==> src/rtl/datactrl_pkg.sv <==
// Shared constants and types for the data-memory responder.
// Holds the default widths, the one-hot access-width encodings, the FSM state type
// and the width decoder. Build option DATACTRL_IO_STALL_EN adds the I/O store addresses.
package datactrl_pkg;

  localparam int DC_ADDR_W = 32;
  localparam int DC_DATA_W = 32;

  // One-hot byte-count encodings as sent by the load and store buffers.
  localparam logic [2:0] WIDTH_B = 3'b001;
  localparam logic [2:0] WIDTH_H = 3'b010;
  localparam logic [2:0] WIDTH_W = 3'b100;

`ifdef DATACTRL_IO_STALL_EN
  // Memory-mapped I/O locations whose stores must wait for room in the I/O buffer.
  localparam logic [31:0] IO_ADDR_0 = 32'h0003_0000;
  localparam logic [31:0] IO_ADDR_1 = 32'h0003_0004;
`endif

  typedef enum logic [1:0] {
    ST_IDLE  = 2'd0,
    ST_LOAD  = 2'd1,
    ST_STORE = 2'd2,
    ST_RESP  = 2'd3
  } dc_state_t;

  // Decode the one-hot width into a byte count; malformed encodings mean a full word.
  function automatic logic [2:0] width_bytes(input logic [2:0] width);
    logic [2:0] n;
    case (width)
      WIDTH_B: n = 3'd1;
      WIDTH_H: n = 3'd2;
      WIDTH_W: n = 3'd4;
      default: n = 3'd4;
    endcase
    return n;
  endfunction

endpackage

==> src/rtl/datactrl_extend.sv <==
// Load-result extender: widens a 1/2/4-byte little-endian value to a full word.
// Latency: combinational. Backpressure: none (pure function of its inputs).
// Ports: i_word (assembled bytes), i_nbytes (1, 2 or 4), i_sgn (sign-extend), o_word.
module datactrl_extend #(
  parameter int DATA_W = 32
) (
  input  logic [DATA_W-1:0] i_word,
  input  logic [2:0]        i_nbytes,
  input  logic              i_sgn,
  output logic [DATA_W-1:0] o_word
);

  always_comb begin
    o_word = i_word;
    case (i_nbytes)
      3'd1:    o_word = {{(DATA_W-8){i_sgn & i_word[7]}}, i_word[7:0]};
      3'd2:    o_word = {{(DATA_W-16){i_sgn & i_word[15]}}, i_word[15:0]};
      default: o_word = i_word;
    endcase
  end

endmodule

==> src/rtl/datactrl.sv <==
// Data-memory responder: serves loads and committed stores over a byte-serial RAM port.
// Latency: load pulse w+1 cycles after accept, store ack w cycles after accept (w = bytes).
// Backpressure: requests are levels sampled only in IDLE; rdy_in low freezes everything.
// Ports: load-buffer request/response, store-buffer request/ack, ROB flush, 8-bit RAM port
// (mem_a/mem_dout/mem_wr out, mem_din in, read data valid one cycle after address).
// Build option DATACTRL_IO_STALL_EN adds io_buffer_full_in, which holds off I/O stores.
module datactrl
  import datactrl_pkg::*;
#(
  parameter int ADDR_W = DC_ADDR_W,
  parameter int DATA_W = DC_DATA_W
) (
  input  logic              clk_in,
  input  logic              rst_in,
  input  logic              rdy_in,
  input  logic              rob_datactrl_rst_in,
  input  logic              lbuffer_datactrl_en_in,
  input  logic [ADDR_W-1:0] lbuffer_datactrl_addr_in,
  input  logic [2:0]        lbuffer_datactrl_width_in,
  input  logic              lbuffer_datactrl_sgn_in,
  output logic              datactrl_lbuffer_en_out,
  output logic [DATA_W-1:0] datactrl_lbuffer_data_out,
  input  logic              sbuffer_datactrl_en_in,
  input  logic [ADDR_W-1:0] sbuffer_datactrl_addr_in,
  input  logic [2:0]        sbuffer_datactrl_width_in,
  input  logic [DATA_W-1:0] sbuffer_datactrl_data_in,
  output logic              datactrl_sbuffer_en_out,
`ifdef DATACTRL_IO_STALL_EN
  input  logic              io_buffer_full_in,
`endif
  input  logic [7:0]        mem_din,
  output logic [7:0]        mem_dout,
  output logic [ADDR_W-1:0] mem_a,
  output logic              mem_wr
);

  localparam int NBYTES = DATA_W / 8;

  dc_state_t         r_state;
  logic [2:0]        r_cnt;
  logic [2:0]        r_nbytes;
  logic [ADDR_W-1:0] r_addr;
  logic [DATA_W-1:0] r_sdata;
  logic              r_sgn;
  logic              r_is_load;
  logic [DATA_W-1:0] r_asm;
  logic [DATA_W-1:0] r_ldout;

  dc_state_t         w_state_nxt;
  logic [2:0]        w_cnt_nxt;
  logic              w_acc_st;
  logic              w_acc_ld;
  logic              w_ld_done;
  logic              w_st_blocked;
  logic [DATA_W-1:0] w_asm_nxt;
  logic [DATA_W-1:0] w_ext;

`ifdef DATACTRL_IO_STALL_EN
  assign w_st_blocked = io_buffer_full_in &&
                        ((sbuffer_datactrl_addr_in == ADDR_W'(IO_ADDR_0)) ||
                         (sbuffer_datactrl_addr_in == ADDR_W'(IO_ADDR_1)));
`else
  assign w_st_blocked = 1'b0;
`endif

  always_comb begin
    w_state_nxt = r_state;
    w_cnt_nxt   = r_cnt;
    w_acc_st    = 1'b0;
    w_acc_ld    = 1'b0;
    w_ld_done   = 1'b0;
    case (r_state)
      ST_IDLE: begin
        w_cnt_nxt = '0;
        // Committed stores win over loads; a flush in the same edge only vetoes the load.
        if (sbuffer_datactrl_en_in && !w_st_blocked) begin
          w_state_nxt = ST_STORE;
          w_acc_st    = 1'b1;
        end else if (lbuffer_datactrl_en_in && !rob_datactrl_rst_in) begin
          w_state_nxt = ST_LOAD;
          w_acc_ld    = 1'b1;
        end
      end
      ST_LOAD: begin
        // r_cnt runs 0..w: addresses go out for 0..w-1, byte r_cnt-1 arrives for 1..w.
        if (rob_datactrl_rst_in) begin
          w_state_nxt = ST_IDLE;
          w_cnt_nxt   = '0;
        end else if (r_cnt == r_nbytes) begin
          w_state_nxt = ST_RESP;
          w_cnt_nxt   = '0;
          w_ld_done   = 1'b1;
        end else begin
          w_cnt_nxt = r_cnt + 3'd1;
        end
      end
      ST_STORE: begin
        // Stores are already committed, so a flush does not interrupt them.
        if (r_cnt == r_nbytes - 3'd1) begin
          w_state_nxt = ST_RESP;
          w_cnt_nxt   = '0;
        end else begin
          w_cnt_nxt = r_cnt + 3'd1;
        end
      end
      ST_RESP: begin
        w_state_nxt = ST_IDLE;
      end
      default: begin
        w_state_nxt = ST_IDLE;
        w_cnt_nxt   = '0;
      end
    endcase

    w_asm_nxt = r_asm;
    if (r_state == ST_LOAD) begin
      for (int b = 0; b < NBYTES; b++) begin
        if (r_cnt == 3'(b + 1)) w_asm_nxt[8*b +: 8] = mem_din;
      end
    end

    mem_a    = '0;
    mem_dout = '0;
    if ((r_state == ST_LOAD && r_cnt < r_nbytes) || r_state == ST_STORE) begin
      mem_a = r_addr + ADDR_W'(r_cnt);
    end
    if (r_state == ST_STORE) begin
      for (int b = 0; b < NBYTES; b++) begin
        if (r_cnt == 3'(b)) mem_dout = r_sdata[8*b +: 8];
      end
    end
    mem_wr = (r_state == ST_STORE) && rdy_in;

    // Pulses are qualified by rdy_in so a freeze in RESP cannot stretch them, and a flush
    // arriving during a load response kills the pulse in that same cycle.
    datactrl_lbuffer_en_out = (r_state == ST_RESP) && r_is_load && rdy_in &&
                              !rob_datactrl_rst_in;
    datactrl_sbuffer_en_out = (r_state == ST_RESP) && !r_is_load && rdy_in;
  end

  // Extend the word including the byte arriving this cycle so the result is ready at RESP.
  datactrl_extend #(
    .DATA_W (DATA_W)
  ) u_extend (
    .i_word   (w_asm_nxt),
    .i_nbytes (r_nbytes),
    .i_sgn    (r_sgn),
    .o_word   (w_ext)
  );

  assign datactrl_lbuffer_data_out = r_ldout;

  always_ff @(posedge clk_in) begin
    if (rst_in) begin
      r_state   <= ST_IDLE;
      r_cnt     <= '0;
      r_nbytes  <= '0;
      r_addr    <= '0;
      r_sdata   <= '0;
      r_sgn     <= 1'b0;
      r_is_load <= 1'b0;
      r_asm     <= '0;
      r_ldout   <= '0;
    end else if (rdy_in) begin
      r_state <= w_state_nxt;
      r_cnt   <= w_cnt_nxt;
      if (w_acc_st) begin
        r_addr    <= sbuffer_datactrl_addr_in;
        r_nbytes  <= width_bytes(sbuffer_datactrl_width_in);
        r_sdata   <= sbuffer_datactrl_data_in;
        r_is_load <= 1'b0;
      end else if (w_acc_ld) begin
        r_addr    <= lbuffer_datactrl_addr_in;
        r_nbytes  <= width_bytes(lbuffer_datactrl_width_in);
        r_sgn     <= lbuffer_datactrl_sgn_in;
        r_is_load <= 1'b1;
        r_asm     <= '0;
      end else if (r_state == ST_LOAD && !rob_datactrl_rst_in) begin
        r_asm <= w_asm_nxt;
      end
      // Only a completed, unflushed load updates the visible result.
      if (w_ld_done) r_ldout <= w_ext;
    end
  end

endmodule
==> config.mk <==
export PLATFORM = sky130hd
export DESIGN_NAME = datactrl
export DESIGN_NICKNAME = d
export VERILOG_FILES = /design/src/rtl/datactrl_pkg.sv /design/src/rtl/datactrl_extend.sv /design/src/rtl/datactrl.sv
export SDC_FILE = /design/constraint.sdc
export NUM_CORES = 1
export LEC_CHECK = 0
export ABC_AREA = 1
export CAP_MARGIN = 25
export CELL_PAD_IN_SITES_DETAIL_PLACEMENT = 1
export CELL_PAD_IN_SITES_GLOBAL_PLACEMENT = 2
export CORE_MARGIN = 5
export CORE_UTILIZATION = 23
export CTS_CLUSTER_DIAMETER = 50
export DETAILED_ROUTE_END_ITERATION = 7
export GPL_TIMING_DRIVEN = 0
export PLACE_DENSITY = 0.8
export SYNTH_ARGS = -nofsm -noshare
export SYNTH_HDL_FRONTEND = slang
export SYNTH_SLANG_ARGS = --single-unit
==> constraint.sdc <==
create_clock -name clk_in -period 2.2 [get_ports clk_in]
set_input_delay 0.33 -clock clk_in [delete_from_list [all_inputs] [get_ports clk_in]]
set_output_delay 0.33 -clock clk_in [all_outputs]
set_load 0.1 [all_outputs]
# Yosys cells after proc, flatten, opt, wreduce, memory -nomap -nowiden
# Index checks and enable logic that the tools add are counted.
[totals]
reg_bits = 138
latchBits = 0
mem_bits_rw = 0
rom_bits = 0
input_bits = 117
output_inout_bits = 75
word_cells = 98
mem_count = 0
[op_classes]
add_sub_neg = 3
n_mul = 0
div = 0
magnitude_cmp = 1
n_eq_ne = 18
shifts = 0
n_mux = 40
n_bitwise = 3
reduce_logical = 24
[op_table]
columns = ["cell", "n"]
rows = [
  ["32-bit 2-to-1 mux", 6],
  ["8-bit 2-to-1 mux", 9],
  ["32-bit one-hot mux with 2 select lines", 1],
  ["32-bit by 3-bit adder with 32-bit output", 1],
  ["3-bit by 2-bit equality test with 1-bit output (second input constant)", 5],
  ["3-bit 2-to-1 mux", 5],
  ["3-bit by 1-bit equality test with 1-bit output (second input constant)", 4],
  ["3-bit one-hot mux with 2 select lines", 2],
  ["1-bit 2-to-1 mux", 10],
  ["2-bit 2-to-1 mux", 5],
  ["1-bit logical AND", 9],
  ["3-bit one-hot mux with 3 select lines", 1],
  ["2-bit one-hot mux with 4 select lines", 1],
  ["2-bit AND reduction", 4],
  ["3-bit equality test", 2],
  ["3-bit != test (second input constant)", 2],
  ["3-bit AND reduction", 2],
  ["2-bit equality test (second input constant)", 2],
  ["4-bit AND reduction", 1],
  ["2-bit nonzero test", 2],
  ["3-bit by 1-bit adder with 3-bit output (second input constant)", 1],
  ["3-bit equality test (second input constant)", 1],
  ["3-bit zero test", 1],
  ["3-bit < comparator", 1],
  ["other kinds (9)", 11],
]

# Longest topological paths before layout
[logic_depth]
word_depth = 7
ltp_mapped = 14
ltp_nobuf = 14

# Modules after synthesis
# Synthesis repeated with hierarchy kept, for this count alone.
[unflattened]
cells_unflattened = 1160
area_unflattened_um2 = 7598.5
[by_module_without_submodules]
columns = ["mod", "n_inst", "cells_per_inst", "area_per_inst_um2", "seq_area_each_um2"]
rows = [
  ["datactrl", 1, 1087, 7188.1, 2762.6],
  ["datactrl_extend", 1, 73, 410.4, 0.0],
]

# Worst setup path before layout
# OpenSTA, ideal clock, no wires.
[synth_path]
path_type = "register -> output"
from = "register r_cnt[0]"
to = "output port mem_a[16]"
t_arrival_ns = 3.593
t_required_ns = 1.870
slack_ns = -1.723
stages_incl_launch_ff = 11
path_buffers = 0
path_cell_list = "dfxtp_1 -> ha_1 -> inv_1 -> fa_1 -> inv_1 -> nand2_1 -> nand2_1 -> nand2_1 -> nor2_1 -> a21oi_1 -> nor3_1"
[synth_via]
elab_chain_len = 4
elab_cells_between_ends = 5
cone_classes = "add/sub: 1; order compare: 1; mux: 1; reduce/logical: 2"
[synth_lines]
columns = ["element", "line_no", "rtl"]
rows = [
  ["from (decl)", "datactrl.sv:40", "logic [2:0] r_cnt;"],
  ["from (signal assigned)", "datactrl.sv:166", "r_cnt <= w_cnt_nxt;"],
  ["parallel branches: the longest is 3 deep, another holds 32-bit by 3-bit adder with 32-bit output", "--", ""],
  ["32-bit 2-to-1 mux (*)", "datactrl.sv:124", "if ((r_state == ST_LOAD && r_cnt < r_nbytes) || r_state == ST_STORE) begin"],
  ["to (decl)", "datactrl.sv:33", "output logic [ADDR_W-1:0] mem_a,"],
]
# Mark *: on every way between the ends.

# Worst setup path in the final report
[layout_path]
from = "register r_cnt[0]"
to = "output port mem_a[10]"
# The elaborated chain is that of the path after synthesis.

==> reports/results.txt <==
Startpoint Class: register
Outcome: complete, but fails checks
Crit path kind: register to primary output
Setup Viol. Count Final: 40
Hold_sp: rst_in
Die area: 0.03638 mm²
ANT nets after route: 0
CTS Buffer Depth: 2
Port bufs: 190
Drt pass-1 iters: 4
Clk sinks: 138
R2R setup slack: 0.10 ns
Antenna diodes: 0
Setup Skew: 0.01227 ns
Post-Route WL: 32.72 mm
Final Hold Fails: 0
Area leader, netlist: dfxtp_1
Synth Cell Area: 0.007512 mm²
Yosys top cell area share: 0.3678
GRT Max-Usage Layer: met2
Routed vias/inst: 4.585
Syn nets: 1,327
Largest net degree at the start of global routing: 17
Tightest Hold Check Type: primary input to register
Placed Cells: 1,821
Most common cell after layout, fill and taps aside: nand2_1
Non-Filler Instances: 1,901
Clk_lat worst skew: 0.44 ns
Failing checks: setup timing
RSZ-0062 raised after global routing: true
CTS tree: built
Setup_tns: -13.75 ns
Yosys cell types: 31
Worst reg2reg path depth: 12
GR Util met3: 0.03332
Average size of a mapped cell: 6.318 µm²
NetSw: 2882 µW
Max VDD drop: 0.5817 mV
Ports: 192
Critical path fanouts, max: 4
Final Critical Period: 2.734 ns
Root Buffer: clkbuf_16
Initial DRC count: 325
Global-route usage over all layers: 0.1766
Required time of the worst setup path: 1.87 ns
Commonest non-fill, non-tap cells in the layout: nand2_1 (311), nor2_1 (154), dfxtp_1 (126), o21ai_0 (115), clkdlybuf4s50_1 (115)
GP Congestion: 0.8140
Synth area leaders: dfxtp_1 (37%), nand2_1 (17%), nor2_1 (9.2%)
Final critical-path share of the clock period: 1.243
Die width: 190.7 µm
Synth Warn #: 0
Placement Setup Slack: -1.332 ns
Synthesized flop and latch total: 138
Maximum clock frequency: 0.3658 GHz
Height of the die: 190.7 µm
Total core area: 0.03237 mm²
H-tree depth: 4
First-pass GRT wire length: 51.03 mm
Clock Pin Slew Worst Setup and Hold Paths: 0.06 ns
Std-Cell Rows: 66
Post-Syn Instances: 1,189
Worst slew pin tran: 1.020 ns
Arr. time, crit path: 2.40 ns
Critical path endpoint category: primary output
Worst slew margin: 0.3229
Reg power frac: 0.355
P_int: 5087 µW
Layout area overhead: 65.42%
Reg2reg start: r_cnt[1]
PnR worst setup slack: -0.5340 ns
Clock share of power: 0.335
Power Dens Cells: 641.3 mW/mm²
Leak Pwr: 0.004861 µW
Initial Util: 0.2321
Slew Limit Fails: 0
Vias in the first global route: 9,339
Combinational Power Share: 0.310
Post-DP HPWL: 24.00 mm
WL/cell: 17.21 µm
Layout cells sized above 1: 0.2166
Met1 GRT Util: 0.2241
DRC Markers: 0
Met2 Track Usage GR: 0.3093
TritonCTS buffer count: 17
Reg2reg end: datactrl_lbuffer_data_out[11]
Final instance area: 0.01243 mm²
Filler cell count: 3,998
Maximum Capacitance Violations: 0
Placed cell area: 0.01050 mm²
Worst Hold Endpoint: datactrl_lbuffer_data_out[10]
Nets: 1,585
DR vias: 8,716
Hold Path Depth: 4
Post-synthesis sequential area ratio: 0.3678
Total gr overflow: 0
Antenna violations before repair: 0
Switch share: 0.3617
==> cells in the mapped netlist <==
master and number:
inv_1 101, xor2_1 4, nor2_2 2, nand3_2 2, o211ai_1 17, o21a_1 1, fa_1 1, nand3_1 45
buf_4 1, nor3_1 20, buf_1 1, clkinv_1 2, nand2_1 338, inv_2 3, nor3_2 2, ha_1 20
clkbuf_1 36, nor2_1 184, nand2_2 3, o21ai_0 127, o21ai_1 4, dfxtp_1 138, nor2b_1 1, a31oi_1 33
nand4_1 9, o21ai_2 1, buf_2 19, buf_6 1, a21oi_1 71, and3_1 1, nand3b_1 1
==> layer usage <==
metal	part of all wire	wire [µm]	vias to the layer above
li1	-	-	4377
met1	0.45	14670	4153
met2	0.50	16340	158
met3	0.038	1245	28
met4	0.014	463	0
met5	0	0	-
==> worst max path at each step <==
stage | start | to | slack [ns] | depth (start not counted)
after floorplan | r_cnt[0] | mem_a[16] | -0.31 | 10
after global placement | r_cnt[1] | mem_a[22] | -1.31 | 14
after detailed placement | r_cnt[1] | mem_a[22] | -1.33 | 14
after CTS | r_cnt[0] | mem_a[22] | -0.53 | 15
after global routing | r_cnt[0] | mem_a[22] | -0.66 | 15
final | r_cnt[0] | mem_a[10] | -0.53 | 13
==> cell type report <==
class	instances	area, µm²	share of cell area
clock buffers	23	478.0	0.03846
well taps	442	553.0	0.04450
multi-input cells	887	5050	0.4064
clock inverters	8	46.29	0.003725
inverters	106	439.2	0.03534
plain buffers	58	362.8	0.02920
flip-flops and latches	138	2793	0.2247
repair buffers	239	2705	0.2177
==> worst max-delay path, stage by stage (launching register included) <==
cell,delay (ns)
dfxtp_4,0.37
ha_4,0.14
inv_2,0.04
fa_2,0.32
inv_2,0.07
nand2_2,0.05
nand2_4,0.11
nand2_8,0.08
nor2_4,0.16
buf_4,0.13
buf_6,0.10
xor2_4,0.18
nor2_4,0.06
buf_12,0.16
==> repair_timing <==
action | 4_1_cts | 5_1_grt
setup buffers | 33 | 16
resized for setup | 498 | 105
pin swaps | 27 | 41
endpoints found under the setup margin | 133 | 132
hold buffers | 0 | 0
gates cloned | 2 | 1
==> through the flow <==
| stage | hold slack (ns) | total power [µW] | utilization |
|---|---|---|---|
| floorplan | 0.4299 | 4207 | - |
| global placement | 0.4420 | 4893 | 0.3244 |
| detailed placement | 0.4513 | 4923 | 0.3244 |
| CTS | 0.4503 | 7905 | 0.3713 |
| global route | 0.4670 | 8345 | 0.3839 |
| finish | 0.4307 | 7969 | 0.3839 |
==> state kept, by name, summed over array words and instances, names as in the netlist <==
name	flops
datactrl_lbuffer_data_out	32
r_addr	32
r_asm	32
r_sdata	32
r_cnt	3
r_nbytes	3
r_state	2
r_is_load	1
r_sgn	1
==> kinds of logic after synthesis <==
kind of cell,count (synthesis),share of synthesized area
and+or+nand+nor,608,0.3238
AOI/OAI and AO/OA,254,0.1812
buffers and inverters,164,0.08661
DFF,138,0.3678
adders and majority gates,21,0.03598
xor gates and xnor gates,4,0.004663
==> power groups by stage <==
| stage | combinational, µW | sequential (µW) | clock [µW] |
|---|---|---|---|
| 4_1_cts | 2350 | 2820 | 2740 |
| 3_3_place_gp | 2030 | 2870 | 0 |
| 5_1_grt | 2650 | 2850 | 2840 |
| 3_5_place_dp | 2050 | 2870 | 0 |
| 6_report | 2470 | 2830 | 2670 |
| 2_1_floorplan | 1230 | 2970 | 0 |
(Power assumes the default switching activity.)
